$ cat src/rtl/traffic_pkg.sv
// Shared definitions for the traffic sequencer: state codes, lamp codes,
// counter width and the state-to-lamp decode.
package traffic_pkg;

    localparam int CNT_W = 8;

    typedef enum logic [2:0] {
        AR2  = 3'd0,
        MG   = 3'd1,
        MY   = 3'd2,
        AR1  = 3'd3,
        SG   = 3'd4,
        SY   = 3'd5,
        WALK = 3'd6,
        EMRG = 3'd7
    } state_t;

    localparam logic [3:0] L_R  = 4'b1000;
    localparam logic [3:0] L_Y  = 4'b0100;
    localparam logic [3:0] L_G  = 4'b0010;
    localparam logic [3:0] L_RP = 4'b1001;

    typedef struct packed {
        logic [3:0] main_l;
        logic [3:0] side_l;
    } lights_t;

    function automatic lights_t decode_lights(input state_t s);
        lights_t l;
        l = '{main_l: L_R, side_l: L_R};
        case (s)
            MG:      l = '{main_l: L_G,  side_l: L_R};
            MY:      l = '{main_l: L_Y,  side_l: L_R};
            SG:      l = '{main_l: L_R,  side_l: L_G};
            SY:      l = '{main_l: L_R,  side_l: L_Y};
            WALK:    l = '{main_l: L_RP, side_l: L_RP};
            default: l = '{main_l: L_R,  side_l: L_R};
        endcase
        return l;
    endfunction

endpackage

$ cat src/rtl/phase_timer.sv
// Loadable dwell down-counter; decrements only on tick, flags zero.
module phase_timer
    import traffic_pkg::*;
#(
    parameter logic [CNT_W-1:0] RST_VAL = '0
) (
    input  logic             clk,
    input  logic             rst_n,
    input  logic             tick,
    input  logic             load,
    input  logic [CNT_W-1:0] load_val,
    output logic             zero
);

    logic [CNT_W-1:0] count;

    always_ff @(posedge clk or negedge rst_n) begin
        if (!rst_n)
            count <= RST_VAL;
        else if (load)
            count <= load_val;
        else if (tick && (count != '0))
            count <= count - 1'b1;
    end

    assign zero = (count == '0);

endmodule

$ cat src/rtl/traffic_sequencer.sv
// Two-road traffic light sequencer with pedestrian walk phase and
// emergency preemption; lamps are decoded from the registered state only.
module traffic_sequencer
    import traffic_pkg::*;
#(
    parameter int T_GREEN  = 8,
    parameter int T_YELLOW = 2,
    parameter int T_ALLRED = 1,
    parameter int T_WALK   = 4
) (
    input  logic       clk,
    input  logic       rst_n,
    input  logic       tick,
    input  logic       ped_req,
    input  logic       emerg,
    output logic [3:0] main_light,
    output logic [3:0] side_light,
    output logic       ped_ack,
    output logic [2:0] phase
);

    state_t           state, st_nxt;
    logic             zero, expire, load, walk_entry;
    logic [CNT_W-1:0] load_val;
    logic             ped_latch, emerg_pend;
    lights_t          lamps;

    function automatic logic [CNT_W-1:0] dwell_m1(input state_t s);
        case (s)
            MG, SG:  return CNT_W'(T_GREEN - 1);
            MY, SY:  return CNT_W'(T_YELLOW - 1);
            WALK:    return CNT_W'(T_WALK - 1);
            default: return CNT_W'(T_ALLRED - 1);
        endcase
    endfunction

    phase_timer #(
        .RST_VAL (CNT_W'(T_ALLRED - 1))
    ) u_timer (
        .clk      (clk),
        .rst_n    (rst_n),
        .tick     (tick),
        .load     (load),
        .load_val (load_val),
        .zero     (zero)
    );

    always_comb begin
        expire = tick & zero;
        st_nxt = state;
        case (state)
            MG:   if (emerg || expire) st_nxt = MY;
            SG:   if (emerg || expire) st_nxt = SY;
            // yellow always completes; a preempt seen during it redirects the exit
            MY:   if (expire) st_nxt = (emerg || emerg_pend) ? EMRG : AR1;
            SY:   if (expire) st_nxt = (emerg || emerg_pend) ? EMRG : AR2;
            AR1:  if (emerg) st_nxt = EMRG; else if (expire) st_nxt = SG;
            AR2:  if (emerg) st_nxt = EMRG;
                  else if (expire) st_nxt = ped_latch ? WALK : MG;
            WALK: if (emerg) st_nxt = EMRG; else if (expire) st_nxt = MG;
            EMRG: if (!emerg && expire) st_nxt = MG;
            default: st_nxt = AR2;
        endcase
        load       = (st_nxt != state) || ((state == EMRG) && emerg);
        load_val   = dwell_m1(st_nxt);
        walk_entry = (st_nxt == WALK) && (state != WALK);
    end

    always_ff @(posedge clk or negedge rst_n) begin
        if (!rst_n) begin
            state      <= AR2;
            ped_latch  <= 1'b0;
            emerg_pend <= 1'b0;
            ped_ack    <= 1'b0;
        end else begin
            state      <= st_nxt;
            ped_latch  <= walk_entry ? 1'b0 : (ped_latch | ped_req);
            emerg_pend <= ((st_nxt == MY) || (st_nxt == SY)) && (emerg_pend || emerg);
            ped_ack    <= walk_entry;
        end
    end

    assign lamps      = decode_lights(state);
    assign main_light = lamps.main_l;
    assign side_light = lamps.side_l;
    assign phase      = state;

endmodule

$ cat config.mk
export PLATFORM = sky130hd
export DESIGN_NAME = traffic_sequencer
export DESIGN_NICKNAME = d
export VERILOG_FILES = /design/src/rtl/traffic_pkg.sv /design/src/rtl/phase_timer.sv /design/src/rtl/traffic_sequencer.sv
export SDC_FILE = /design/constraint.sdc
export NUM_CORES = 1
export LEC_CHECK = 0
export ABC_AREA = 1
export BUFFER_PORTS_ARGS = -buffer_cell sky130_fd_sc_hd__buf_2
export CAP_MARGIN = 20
export CORE_MARGIN = 1.5
export CORE_UTILIZATION = 51
export DETAILED_ROUTE_END_ITERATION = 8
export GPL_ROUTABILITY_DRIVEN = 0
export PLACE_DENSITY = 0.84
export SETUP_SLACK_MARGIN = 0.02
export SLEW_MARGIN = 10
export SYNTH_ARGS = -nofsm -noshare
export SYNTH_HDL_FRONTEND = slang
export SYNTH_SLANG_ARGS = --single-unit
$ cat constraint.sdc
create_clock -name clk -period 2.11 [get_ports clk]
set_clock_uncertainty 0.15 [all_clocks]
set_input_delay 0.211 -clock clk [delete_from_list [all_inputs] [get_ports clk]]
set_output_delay 0.211 -clock clk [all_outputs]
set_load 0.005 [all_outputs]
* Word level (Yosys, flattened, before mapping)
Cells that the tools add are included.
Word-level totals: logic and storage cells 58, input port bits 5, bits in registers 14
Operators by class: equal/unequal tests 14, reductions and logical operators 16, $add $sub $neg 1, multiplexer cells 20, bitwise gates (word level) 2
Operators with widths (count):
- $mux W3 | 14
- $pmux W8 S5 | 1
- $pmux W3 S8 | 1
- $eq A3 B3 Y1 const B | 7
- $mux W8 | 2
- $eq A3 B2 Y1 const B | 3
- $pmux W3 S3 | 1
- $logic_not A8 Y1 | 1
- $reduce_bool A8 Y1 | 1
- $sub A8 B1 Y8 const B | 1
- $eq A3 B1 Y1 const B | 2
- $logic_and A1 B1 Y1 | 5
- $logic_or A1 B1 Y1 | 4
- $reduce_or A2 Y1 | 2
- $logic_not A3 Y1 | 1
- $ne A3 B3 Y1 | 1
- $ne A3 B3 Y1 const B | 1
- $reduce_bool A2 Y1 | 1
- $and A1 B1 Y1 | 1
- $logic_not A1 Y1 | 1
- $mux W1 | 1
- $or A1 B1 Y1 | 1

* Logic depth before layout (Yosys ltp)
Gate-level depths: netlist (run 1).
word-level depth 9, depth in mapped cells 18

* Modules after synthesis
A second synthesis (run 1) with hierarchy kept.
Unflattened totals: cell total of the unflattened synthesis 201, area, all modules 1271.2 µm²
Modules (own cells, without submodules):
- traffic_sequencer | cells an instance 108, area an instance 674.4 µm², seq. area each 150.1 µm², instances 1
- phase_timer | cells an instance 93, area an instance 596.8 µm², seq. area each 200.2 µm², instances 1

* Least setup slack after synthesis (run 1)
OpenSTA, ideal clock, no wires.
path kind register to register, start register u_timer.count[0], end register u_timer.count[0], arrival 1.766 ns, path buffers 0, slack 0.076 ns, period minus slack after synthesis 2.034 ns, stages on the path, launching flop included 18, cell sequence dfrtp_1 inv_1 ha_1 nand2_1 nor2_1 nand3_2 nand2_2 nand2_1 nand2_1 nor2_2 nand2_2 nand3_2 nand2_2 nand3_4 nand2_1 nand2_1 nor2_1 nor2_1
Between the ends: cells in the longest elaborated chain, start to end 9, elaborated cells on any way between the ends 32, classes of those cells add/sub (1); eq/ne (6); mux (15); bitwise (1); reduce/logical (9)
RTL lines:
- from (decl) | line phase_timer.sv:15 | logic [CNT_W-1:0] count;
- from (signal assigned) | line phase_timer.sv:21 | count <= load_val;
- from (signal assigned) | line phase_timer.sv:23 | count <= count - 1'b1;
- $logic_not A8 Y1 | line phase_timer.sv:26 | assign zero = (count == '0);
- $and A1 B1 Y1 | line traffic_sequencer.sv:49 | expire = tick & zero;
- $mux W3, or another cell as far along (2 in a row) | line traffic_sequencer.sv:60 | WALK: if (emerg) st_nxt = EMRG; else if (expire) st_nxt = MG;
- $pmux W3 S8 | line traffic_sequencer.sv:51 | case (state)
- $eq A3 B2 Y1, or another cell as far along | line traffic_sequencer.sv:29 | case (s)
- $reduce_or A2 Y1 | line traffic_sequencer.sv:29
- $pmux W3 S3 | line traffic_sequencer.sv:29
- $mux W8 | line phase_timer.sv:20 | else if (load)
Parallel ways exist; a longest one is shown, timed or not. The select of a mux whose other input is x is not followed. A chain may end at the register's enable or synchronous reset.

* Worst setup path in the final report (run 1)
Same ends and word-level chain as after synthesis.

==> results of run 1 <==
layer usage:
| layer | wire length (µm) | vias up | global-route usage |
|---|---|---|---|
| met5 | 0 | - | 0 |
| met4 | 127 | 0 | 0.0833 |
| met3 | 245 | 15 | 0.0546 |
| met2 | 1730 | 60 | 0.462 |
| met1 | 1320 | 591 | 0.325 |
| li1 | - | 608 | - |
worst min-delay path: cells and delay by family:
kind                   cells  cell delay [ns]
AND/OR/NAND/NOR            2             0.11
buffers and inverters      1             0.08
state kept, by name (all words and copies together), names as in the netlist:
| name | count |
|---|---|
| u_timer.count | 8 |
| phase | 3 |
| emerg_pend | 1 |
| ped_ack | 1 |
| ped_latch | 1 |
final timing paths:
| check | from | to | cells after the start |
|---|---|---|---|
| min in group asynchronous | rst_n | phase[2]$_DFF_PN0_ | 2 |
| setup reg to reg | u_timer.count[0]$_DFFE_PN0P_ | u_timer.count[0]$_DFFE_PN0P_ | 13 |
| hold reg to reg | ped_latch$_DFF_PN0_ | ped_latch$_DFF_PN0_ | 2 |
| setup / recovery | u_timer.count[0]$_DFFE_PN0P_ | u_timer.count[0]$_DFFE_PN0P_ | 13 |
| hold / removal | ped_req | ped_latch$_DFF_PN0_ | 3 |
| max in group asynchronous | rst_n | phase[1]$_DFF_PN0_ | 2 |
cell usage in the layout (no fill, tap or decap), types with 3 or more instances in the layout:
master    instances
nand3_2           8
buf_4            13
nand2_4           5
nand4_1           3
dfrtp_1          12
nor2_2            7
nor2_4            4
nand3_1          13
xor2_1            5
inv_2             8
nor2_1           20
clkbuf_4          3
buf_2            16
a21oi_1           4
inv_1            19
nand2_1          30
nand2_2          14
nand3_4           4
metrics by stage:
step | TNS, ns | cell area [µm²] | setup WS, ns | hold slack [ns]
floorplan | 0 | 1210 | 0.0761 | -0.235
global placement | -0.0190 | 1370 | -0.0190 | -0.0280
detailed placement | -0.868 | 1370 | -0.158 | -0.0211
CTS | -0.185 | 1460 | -0.0612 | 0.0221
global route | -1.44 | 1550 | -0.237 | 0.0453
finish | -0.409 | 1550 | -0.0936 | 0.0186
area by class of cell:
type	instances	area, µm²
Sequential cell	14	353
Tap cell	28	35.0
Multi-Input combinational cell	130	848
Inverter	27	101
Clock buffer	3	22.5
Timing Repair Buffer	30	188
Fill cell	165	686
kinds of logic (layout without fill, tap and decap cells):
logic type,after synthesis,after routing,share of synthesized area
simple gates,113,113,0.490
buf+inv,31,60,0.112
flops,14,14,0.289
compound gates,9,9,0.0454
xor+xnor,6,6,0.0434
fa+ha+maj,2,2,0.0207
what timing repair did:
item                                   in CTS  in global routing
endpoints found under the hold margin      14                  0
hold buffers                                1                  0
setup buffers                               3                  0
setup endpoints to repair                  10                 11
pin swaps                                  13                 15
resized for setup                          11                 25
==> flow_summary.toml, run 1 <==
[critical_path]
end_kind = "flop"
crit_slowest_cell = "dfrtp_1"
required_ns = 2.13
cp-start-kind = "flop"
crit_arrival_ns = 2.23
crit_chain = "inv_2 > ha_4 > nand2_2 > nor2_4 > nand3_4 > a21oi_2 > inv_1 > nand4_1 > nand2_4 > nand4_2 > nand2_1 > nor2_1 > nor2_1"
crit_type = "flop to flop"
r2r_slack_ns = -0.09
cpMostUsedCell = "nor2_1"
worst-path-buf-inv = 2
critPathTopFamily = "simple AND/OR/NAND/NOR gates"
max_stage_delay_ns = 0.40
crit_fanout = 5

[die]
die-area_um2 = 2680
fp.dieH_um = 51.7
core_area_um2 = 2230
ios = 17
initial_core_util = 0.542
rows = 17
die_w_um = 51.7

[flow_run]
drv_cap = 0

[grt]
grt-ovfl-total = 0
track_usage = 0.265
grt_max_degree = 15
grt_pass1_vias = 1194
grt_pass1_wl_mm = 5.18
grt_antenna_before_repair = 0

[synth]
syn_nets = 182
avgSynthCellArea_um2 = 6.92
synth_top_area_cell = "dfrtp_1"
synth_edf_count = 0
synth.most_common_cell = "nand2_1"
seq_area_frac_synth = 0.289
synth_top_flop_cell = "dfrtp_1"
ys_warn_count = 0
synthTopCellsByArea = "dfrtp_1, nand2_1, inv_1"
synth.distinct_cells = 27
async_flop_share = 1.00
ys_ff_latch = 14
syn_area_um2 = 1210
ys_top_cells_by_count = "nand2_1, inv_1, nor2_1"
netlist_instances = 175
synth.top_cell.area_share = 0.289

[timing]
setup_viol = 7
maxSlewViolCount = 0
finalHoldViolations = 0
maxSlewHeadroom = 0.782
fin_crit_ns = 2.20
worst_slew_pin_slew_ns = 0.326
max_freq_ghz = 0.454
rsz0062_at_grt = "true"
finalWorstSetupSlack_ns = -0.0936
timing.final.crit_share = 1.04

[finish]
drive_gt1_frac = 0.441
final_util = 0.693
fin_cells = 232
diodes = 0
fin_nets = 213
areaGrowthSynthToFinish_pct = 27.8

[placed_design]
port-buffer-count = 16
placedCellCount = 225
post-dp-hpwl_mm = 2.30

[drt]
remaining_drc_errors = 0
ant_nets = 0
wl_per_cell_um = 14.8
via_count = 1274
drt-initial-drc-count = 71
viasPerCell = 5.49
drt_first_pass_iters = 4
wirelength_mm = 3.43

[run_status]
status = "complete, but fails checks"
violations = "setup timing"

[clocking]
clkSinkCount = 14
worstSkewPairLatency_ns = 0.28
cts_inserted_buffers = 3
htreeDepth = 1
cts_max_path_buffers = 2
cts_tree = "yes"
root_buffer = "clkbuf_4"
path_clk_slew_ns = 0.08

[worst_hold_path]
hold_path_class = "input pin to flop"
Power of run 1 is not shown: default switching activity piles up to over one toggle a cycle in this logic, so the estimate is an artifact.
==> run 2: changes to the inputs <==
--- a/config.mk
+++ b/config.mk
@@ -12,7 +12,7 @@
 export CORE_UTILIZATION = 51
 export DETAILED_ROUTE_END_ITERATION = 8
 export GPL_ROUTABILITY_DRIVEN = 0
-export PLACE_DENSITY = 0.84
+export PLACE_DENSITY = 0.75
 export SETUP_SLACK_MARGIN = 0.02
 export SLEW_MARGIN = 10
 export SYNTH_ARGS = -nofsm -noshare
==> flow_summary.toml, run 2 (synthesized netlist as in run 1, its figures left out) <==
[run_status]
status = "complete, but fails checks"
violations = "setup timing"

[clocking]
worstSkewPairLatency_ns = 0.30
cts_max_path_buffers = 2
cts_inserted_buffers = 3
path_clk_slew_ns = 0.08
htreeDepth = 1
clkSinkCount = 14
cts_tree = "yes"
root_buffer = "clkbuf_4"

[critical_path]
crit_chain = "inv_2 > ha_4 > nand2_2 > nor2_2 > nand3_2 > nand2_2 > nand2_1 > nand2_1 > nor2_2 > nand2_2 > nand3_2 > nand2_4 > nand3_4 > or2_1 > o211ai_2"
end_kind = "flop"
crit_type = "flop to flop"
required_ns = 2.17
crit_fanout = 5
startpoint = "u_timer.count[0]$_DFFE_PN0P_"
crit_arrival_ns = 2.28
crit_slowest_cell = "dfrtp_1"
max_stage_delay_ns = 0.40
r2r_start = "u_timer.count[0]$_DFFE_PN0P_"
cpMostUsedCell = "nand2_2"
cp-start-kind = "flop"

[finish]
regMostFlops = "u_timer.count"
diodes = 0
drive_gt1_frac = 0.426
fillers = 174
layout_commonest_cell = "nand2_1"
areaGrowthSynthToFinish_pct = 28.6
final_cell_mix = "nand2_1, inv_1, nor2_1"
fin_nets = 217
final_util = 0.697
stdcell_area_um2 = 1560
fin_cells = 237
largest_reg_flops = 8

[timing]
maxSlewViolCount = 0
fin_crit_ns = 2.22
fin_hold_ws_ns = 0.000487
rsz0062_at_grt = "true"
timing.final.crit_share = 1.05
finalHoldViolations = 0
worst_slew_pin_slew_ns = 0.314
maxSlewHeadroom = 0.791
setup_viol = 8
max_freq_ghz = 0.450
finalWorstSetupSlack_ns = -0.112

[die]
die-area_um2 = 2680
rows = 17
fp.dieH_um = 51.7
initial_core_util = 0.542
die_w_um = 51.7
ios = 17
core_area_um2 = 2230

[placed_design]
placedCellCount = 225
placed_area_um2 = 1370
port-buffer-count = 16
post-dp-hpwl_mm = 2.15

[worst_hold_path]
hold_path_class = "input pin to flop"
min_from = "ped_req"

[drt]
drt-initial-drc-count = 59
wirelength_mm = 3.33
via_count = 1298
wl_per_cell_um = 14.1
drt_first_pass_iters = 4
viasPerCell = 5.48
ant_nets = 0
remaining_drc_errors = 0

[grt]
track_usage = 0.237
grt_max_degree = 15
grt-ovfl-total = 0
grt_pass1_vias = 1123
grt_antenna_before_repair = 0
grt_pass1_wl_mm = 4.72

[flow_run]
drv_cap = 0
[run 2: changes by cell type in the layout (fill, tap and decap cells not counted), sizes merged]
cell | previous run | this run
buf | 29 | 33
clkbuf | 3 | 4
[run 2: final timing paths]
path / depth (start not counted) / slack [ns] / endpoint
worst max register to register: 15 / -0.11 / u_timer.count[2]$_DFFE_PN0P_
worst min-delay path: 3 / 0.0005 / ped_latch$_DFF_PN0_
worst max-delay path: 15 / -0.11 / u_timer.count[2]$_DFFE_PN0P_
max in group asynchronous: 2 / 1.36 / u_timer.count[2]$_DFFE_PN0P_
min in group asynchronous: 2 / 0.17 / emerg_pend$_DFF_PN0_
worst min register to register: 2 / 0.40 / emerg_pend$_DFF_PN0_
[run 2: critical path, delay by kind of cell (launching register included)]
kind                     cells  cell delay, ns
AND/OR/NAND/NOR             12            1.30
flip-flops                   1            0.40
adder cells (fa/ha/maj)      1            0.14
buffers and inverters        1            0.08
AO/OA/AOI/OAI                1            0.06
[run 2: per-layer routing]
metal | global-route usage | wire length [µm]
met1 | 0.300 | 1350
met2 | 0.374 | 1590
met3 | 0.0603 | 244
met4 | 0.114 | 148
met5 | 0 | 0
[run 2: final cells by class]
type	instances	area, µm²	share of cell area
Inverter	27	101	0.0651
Sequential cell	14	354	0.227
Multi-Input combinational cell	130	810	0.520
Timing Repair Buffer	34	221	0.142
Tap cell	28	35.0	0.0225
Clock buffer	4	36.3	0.0233
[run 2: stage by stage]
step | setup TNS (ns) | worst slack, ns
after floorplan | 0 | 0.0761
after global placement | -0.0396 | -0.0280
after detailed placement | -0.101 | -0.0650
after CTS | -0.0306 | -0.0181
after global routing | -1.34 | -0.234
final | -0.388 | -0.112
[run 2: timing repair]
action,in CTS,in global routing
pin swaps,7,10
setup buffers,1,6
resized for setup,8,20
hold buffers,1,0
hold endpoints to repair,14,0
setup endpoints to repair,8,11
Power of run 2 is left out for the same reason.
